## config.mk

```make
export PLATFORM = sky130hd
export DESIGN_NAME = sar_sequencer
export DESIGN_NICKNAME = d
export VERILOG_FILES = /design/src/rtl/sar_sequencer.sv
export SDC_FILE = /design/constraint.sdc
export NUM_CORES = 1
export LEC_CHECK = 0
export BUFFER_PORTS_ARGS = -buffer_cell sky130_fd_sc_hd__buf_4
export CORE_UTILIZATION = 55
export CTS_CLUSTER_SIZE = 28
export DETAILED_ROUTE_END_ITERATION = 8
export GPL_TIMING_DRIVEN = 0
export PLACE_DENSITY_LB_ADDON = 0.15
export SKIP_CTS_REPAIR_TIMING = 1
export SLEW_MARGIN = 20
export SYNTH_ARGS = -nofsm -noshare
export SYNTH_HDL_FRONTEND = slang
export SYNTH_SLANG_ARGS = --single-unit
```

## constraint.sdc

```tcl
create_clock -name clk -period 2.4 [get_ports clk]
set_input_delay 0.24 -clock clk [delete_from_list [all_inputs] [get_ports clk]]
set_output_delay 0.24 -clock clk [all_outputs]
set_load 0.1 [all_outputs]
```

## src/rtl/sar_sequencer.sv

```systemverilog
// SAR conversion sequencer: sample phase, bit-by-bit DAC trials with optional settle wait,
// and a registered result with valid/ready handshake, overrun flag and continuous mode.
module sar_sequencer #(
   parameter int PRECISION     = 10,
   parameter int SAMPLE_CYCLES = 2,
   parameter int SETTLE_CYCLES = 0
) (
   input  logic                 clk,
   input  logic                 rst,
   input  logic                 start,
   input  logic                 cont,
   input  logic                 cmp,
   output logic                 sample_en,
   output logic [PRECISION-1:0] dac_code,
   output logic                 busy,
   output logic [PRECISION-1:0] result,
   output logic                 result_valid,
   input  logic                 result_ready,
   output logic                 overrun,
   input  logic                 overrun_clr
);

   localparam int IW = $clog2(PRECISION);
   localparam int CW = (SAMPLE_CYCLES > 1) ? $clog2(SAMPLE_CYCLES) : 1;
   localparam int SW = (SETTLE_CYCLES > 0) ? $clog2(SETTLE_CYCLES + 1) : 1;
   localparam logic [CW-1:0]        SAMPLE_LAST = CW'(SAMPLE_CYCLES - 1);
   localparam logic [SW-1:0]        SETTLE_LAST = SW'(SETTLE_CYCLES);
   localparam logic [IW-1:0]        TOP_BIT     = IW'(PRECISION - 1);
   localparam logic [PRECISION-1:0] MSB_ONLY    = {1'b1, {(PRECISION-1){1'b0}}};

   typedef enum logic [1:0] {IDLE, SAMPLE, CONVERT} state_t;

   state_t               state_q, state_d;
   logic [CW-1:0]        sample_cnt_q, sample_cnt_d;
   logic [SW-1:0]        settle_cnt_q, settle_cnt_d;
   logic [IW-1:0]        bit_idx_q, bit_idx_d;
   logic [PRECISION-1:0] dac_code_q, dac_code_d;
   logic                 sample_en_q, sample_en_d;
   logic                 busy_q, busy_d;
   logic [PRECISION-1:0] result_q, result_d;
   logic                 result_valid_q, result_valid_d;
   logic                 overrun_q, overrun_d;
   logic                 load_result;

   always_comb begin
      state_d        = state_q;
      sample_cnt_d   = sample_cnt_q;
      settle_cnt_d   = settle_cnt_q;
      bit_idx_d      = bit_idx_q;
      dac_code_d     = dac_code_q;
      sample_en_d    = sample_en_q;
      busy_d         = busy_q;
      result_d       = result_q;
      result_valid_d = result_valid_q;
      overrun_d      = overrun_q;
      load_result    = 1'b0;

      case (state_q)
         IDLE: begin
            if (start) begin
               state_d      = SAMPLE;
               sample_en_d  = 1'b1;
               busy_d       = 1'b1;
               dac_code_d   = '0;
               sample_cnt_d = '0;
            end
         end
         SAMPLE: begin
            if (sample_cnt_q == SAMPLE_LAST) begin
               state_d      = CONVERT;
               sample_en_d  = 1'b0;
               bit_idx_d    = TOP_BIT;
               dac_code_d   = MSB_ONLY;
               settle_cnt_d = '0;
            end else begin
               sample_cnt_d = sample_cnt_q + 1'b1;
            end
         end
         CONVERT: begin
            // cmp only matters on the last clock of each bit slot; earlier clocks let the DAC settle
            if (settle_cnt_q != SETTLE_LAST) begin
               settle_cnt_d = settle_cnt_q + 1'b1;
            end else begin
               settle_cnt_d = '0;
               if (bit_idx_q != '0) begin
                  dac_code_d[bit_idx_q]        = cmp;
                  dac_code_d[bit_idx_q - 1'b1] = 1'b1;
                  bit_idx_d                    = bit_idx_q - 1'b1;
               end else begin
                  load_result  = 1'b1;
                  result_d     = {dac_code_q[PRECISION-1:1], cmp};
                  dac_code_d   = '0;
                  sample_cnt_d = '0;
                  if (cont) begin
                     state_d     = SAMPLE;
                     sample_en_d = 1'b1;
                  end else begin
                     state_d = IDLE;
                     busy_d  = 1'b0;
                  end
               end
            end
         end
         default: begin
            state_d     = IDLE;
            sample_en_d = 1'b0;
            busy_d      = 1'b0;
            dac_code_d  = '0;
         end
      endcase

      // A result consumed on the same edge a new one lands is not an overrun
      if (load_result) begin
         result_valid_d = 1'b1;
      end else if (result_valid_q && result_ready) begin
         result_valid_d = 1'b0;
      end

      if (load_result && result_valid_q && !result_ready) begin
         overrun_d = 1'b1;
      end else if (overrun_clr) begin
         overrun_d = 1'b0;
      end
   end

   always_ff @(posedge clk or negedge rst) begin
      if (!rst) begin
         state_q        <= IDLE;
         sample_cnt_q   <= '0;
         settle_cnt_q   <= '0;
         bit_idx_q      <= '0;
         dac_code_q     <= '0;
         sample_en_q    <= 1'b0;
         busy_q         <= 1'b0;
         result_q       <= '0;
         result_valid_q <= 1'b0;
         overrun_q      <= 1'b0;
      end else begin
         state_q        <= state_d;
         sample_cnt_q   <= sample_cnt_d;
         settle_cnt_q   <= settle_cnt_d;
         bit_idx_q      <= bit_idx_d;
         dac_code_q     <= dac_code_d;
         sample_en_q    <= sample_en_d;
         busy_q         <= busy_d;
         result_q       <= result_d;
         result_valid_q <= result_valid_d;
         overrun_q      <= overrun_d;
      end
   end

   assign sample_en    = sample_en_q;
   assign dac_code     = dac_code_q;
   assign busy         = busy_q;
   assign result       = result_q;
   assign result_valid = result_valid_q;
   assign overrun      = overrun_q;

endmodule

```

==> reports/qor.yml <==
maxCapViolCount: 0
grt_pass1_vias: 1611
cts_root_buf: "clkbuf_4"
holdWs_ps: 90.0
synth_edf_count: 0
clk_path_buf_depth: 2
layout.nets: 250
synthArstFlopShare: 1.00
yosys_register_bits: 31
crit_arrival_ps: 2480
grt_setup_unrepaired: "false"
crit_path_start_kind: "flop"
clkTransAtPathRegs_ps: 100
n_fill_cell: 270
ys_top_cells_by_area: "dfrtp_1 (43%), ha_1 (7.6%), o21ai_0 (5.8%)"
yosysTopAreaCellShare: 0.426
grt.overflow.total: 0
hpwl_mm: 3.26
wl_mm: 4.44
avgViaCountPerCell: 5.92
skew_ps: 7.89
fp.dieH_um: 59.5
io_buffers: 30
timing.fmax_ghz: 0.440
p_leak_nw: 1.01
worst_setup_path_end_kind: "flop"
finalMaxSlewViolations: 0
gp_congestion: 0.958
swShare: 0.526
hold_viol: 0
min_period_over_period: 0.946
path_class: "flop to flop"
ys_top_cells_by_count: "dfrtp_1 (31), o21ai_0 (21), nand2_1 (16)"
syn-instance-count: 193
setup_viol: 0
die_area_sq_um: 3540
cts_tree: "done"
cp.required_ps: 2610
fin_ws_ps: 129
postSynthAreaPerCell_sq_um: 9.43
yosysWarnings: 0
drt_iter0_markers: 68
grtUsageTotal: 0.284
yosysTopAreaCell: "dfrtp_1"
wl_per_cell_um: 16.0
p_int_mw: 1.27
drive_gt1_frac: 0.266
yosysSeqAreaShare: 0.426
status: "complete, no violations"
clk_latency_ps: 330
vdd_ir_drop_max_uv: 936
die_x_um: 59.5
p_per_area_nw_per_um2: 1220
syn_to_final_growth_pct: 20.8
power.switching_mw: 1.41
io_pins: 31
place_ws_ps: 19.7
synth_cell_types: 41
regArea_sq_um: 778
route.detailed.drc: 0
synth_flop_cell: "dfrtp_1"
drtAntennaViolNets: 0
multi_input_comb_area_sq_um: 981
worstPathMaxFanout: 9
synth_nets: 211
r2r_cells: 7
core_sq_um: 3100
rows: 20
seqPwrFrac: 0.274
antenna_found_initial: 0
numCtsBuffers: 5
antennaDiodeCount: 0
clock_sinks: 31
worst_slew_pin_slew_ps: 520
syn-cell-area_sq_um: 1820
relSlewSlack: 0.652
clkPwrFrac: 0.134
grt_start_max_net_pins: 32
vias: 1639
holdCritPathClass: "input port to flop"
grt_pass1_wl_mm: 7.36
cts_htree_levels: 2
synth_most_common_cell: "dfrtp_1"
start_util: 0.586
pwr-share-comb: 0.592
fin_crit_ps: 2270
drt_first_pass_iters: 4
worstHoldPathCells: 2
final_util: 0.708
==> through the flow <==
stage | cells | cell area [sq um] | setup TNS (ps) | power (mW)
after floorplan | 193 | 1820 | 0 | 1.92
after global placement | 267 | 2100 | 0 | 2.25
after detailed placement | 267 | 2100 | 0 | 2.30
after CTS | 275 | 2170 | -22.5 | 2.66
after global routing | 277 | 2200 | 0 | 2.85
final | 277 | 2200 | 0 | 2.69
==> kinds of logic after synthesis <==
group / count (synthesis) / share of synthesized area
adder cells (fa/ha/maj): 11 / 0.0757
flip-flops: 31 / 0.426
AO/OA/AOI/OAI: 62 / 0.218
buffers and inverters: 17 / 0.0358
AND/OR/NAND/NOR: 60 / 0.171
multiplexers: 12 / 0.0736
==> metal layers <==
metal | vias up | GRT usage | part of all wire
li1 | 784 | - | -
met1 | 768 | 0.392 | 0.43
met2 | 70 | 0.433 | 0.48
met3 | 17 | 0.0524 | 0.061
met4 | 0 | 0.133 | 0.029
met5 | - | 0 | 0
==> power by group through the flow <==
| stage | clock [mW] | sequential, mW | combinational (mW) |
|---|---|---|---|
| final | 0.359 | 0.737 | 1.59 |
| after CTS | 0.365 | 0.729 | 1.56 |
| after detailed placement | 0 | 0.740 | 1.56 |
| after global routing | 0.386 | 0.751 | 1.72 |
| after floorplan | 0 | 1.12 | 0.801 |
| after global placement | 0 | 0.727 | 1.53 |
==> critical path, cell delays in order (launching register included) <==
cell and delay, ps:
dfrtp_2 480, inv_2 120, ha_1 210, or3b_1 350, clkbuf_1 160, a21o_1 260
a211oi_2 210, mux2_1 350
==> area by class of cell <==
cell class | count | share of cell area
clock buffers | 7 | 0.0296
clock inverters | 1 | 0.00342
well taps | 44 | 0.0251
plain buffers | 10 | 0.0188
multi-input cells | 145 | 0.446
repair buffers | 32 | 0.110
inverters | 7 | 0.0120
flip-flops and latches | 31 | 0.354
==> final timing paths <==
| kind | startpoint | end | slack, ps |
|---|---|---|---|
| setup reg to reg | bit_idx_q[0] | busy | 130 |
| setup / recovery | bit_idx_q[0] | busy | 130 |
| max in group asynchronous | rst | bit_idx_q[1] | 1730 |
| min in group asynchronous | rst | bit_idx_q[0] | 370 |
| hold reg to reg | result[8] | result[8] | 500 |
| hold / removal | overrun_clr | overrun | 90 |
==> registers in the layout, summed over array words and instances (netlist names) <==
| register | count |
|---|---|
| bit_idx_q | 4 |
| busy | 1 |
| sample_en | 1 |
| result_valid | 1 |
| state_q | 2 |
| dac_code | 10 |
| overrun | 1 |
| sample_cnt_q | 1 |
| result | 10 |
==> placed cells by master (no fill, tap or decap), drive strengths merged <==
cell         instances
nand2               16
a211oi               1
nor3                 2
mux2                11
o21bai               1
or2                  3
o22ai                1
inv                  7
o211ai               1
clkbuf              14
dfrtp               31
or3b                 2
o21ai               21
nand4b               1
and4b                1
dlygate4sd3          1
o22a                 1
mux2i                1
o2bb2ai              4
o21a                 1
a31o                 1
nor2                10
a221oi               1
o41ai                2
a221o                1
a32o                 1
nand3                9
a32oi                4
ha                  11
clkinvlp             1
nand4                1
a31oi                5
o31ai                1
a21oi               14
nand2b               9
or4                  1
nand3b               1
buf                 34
a21o                 1
nor2b                4
Power figures use the tool's default switching activity.
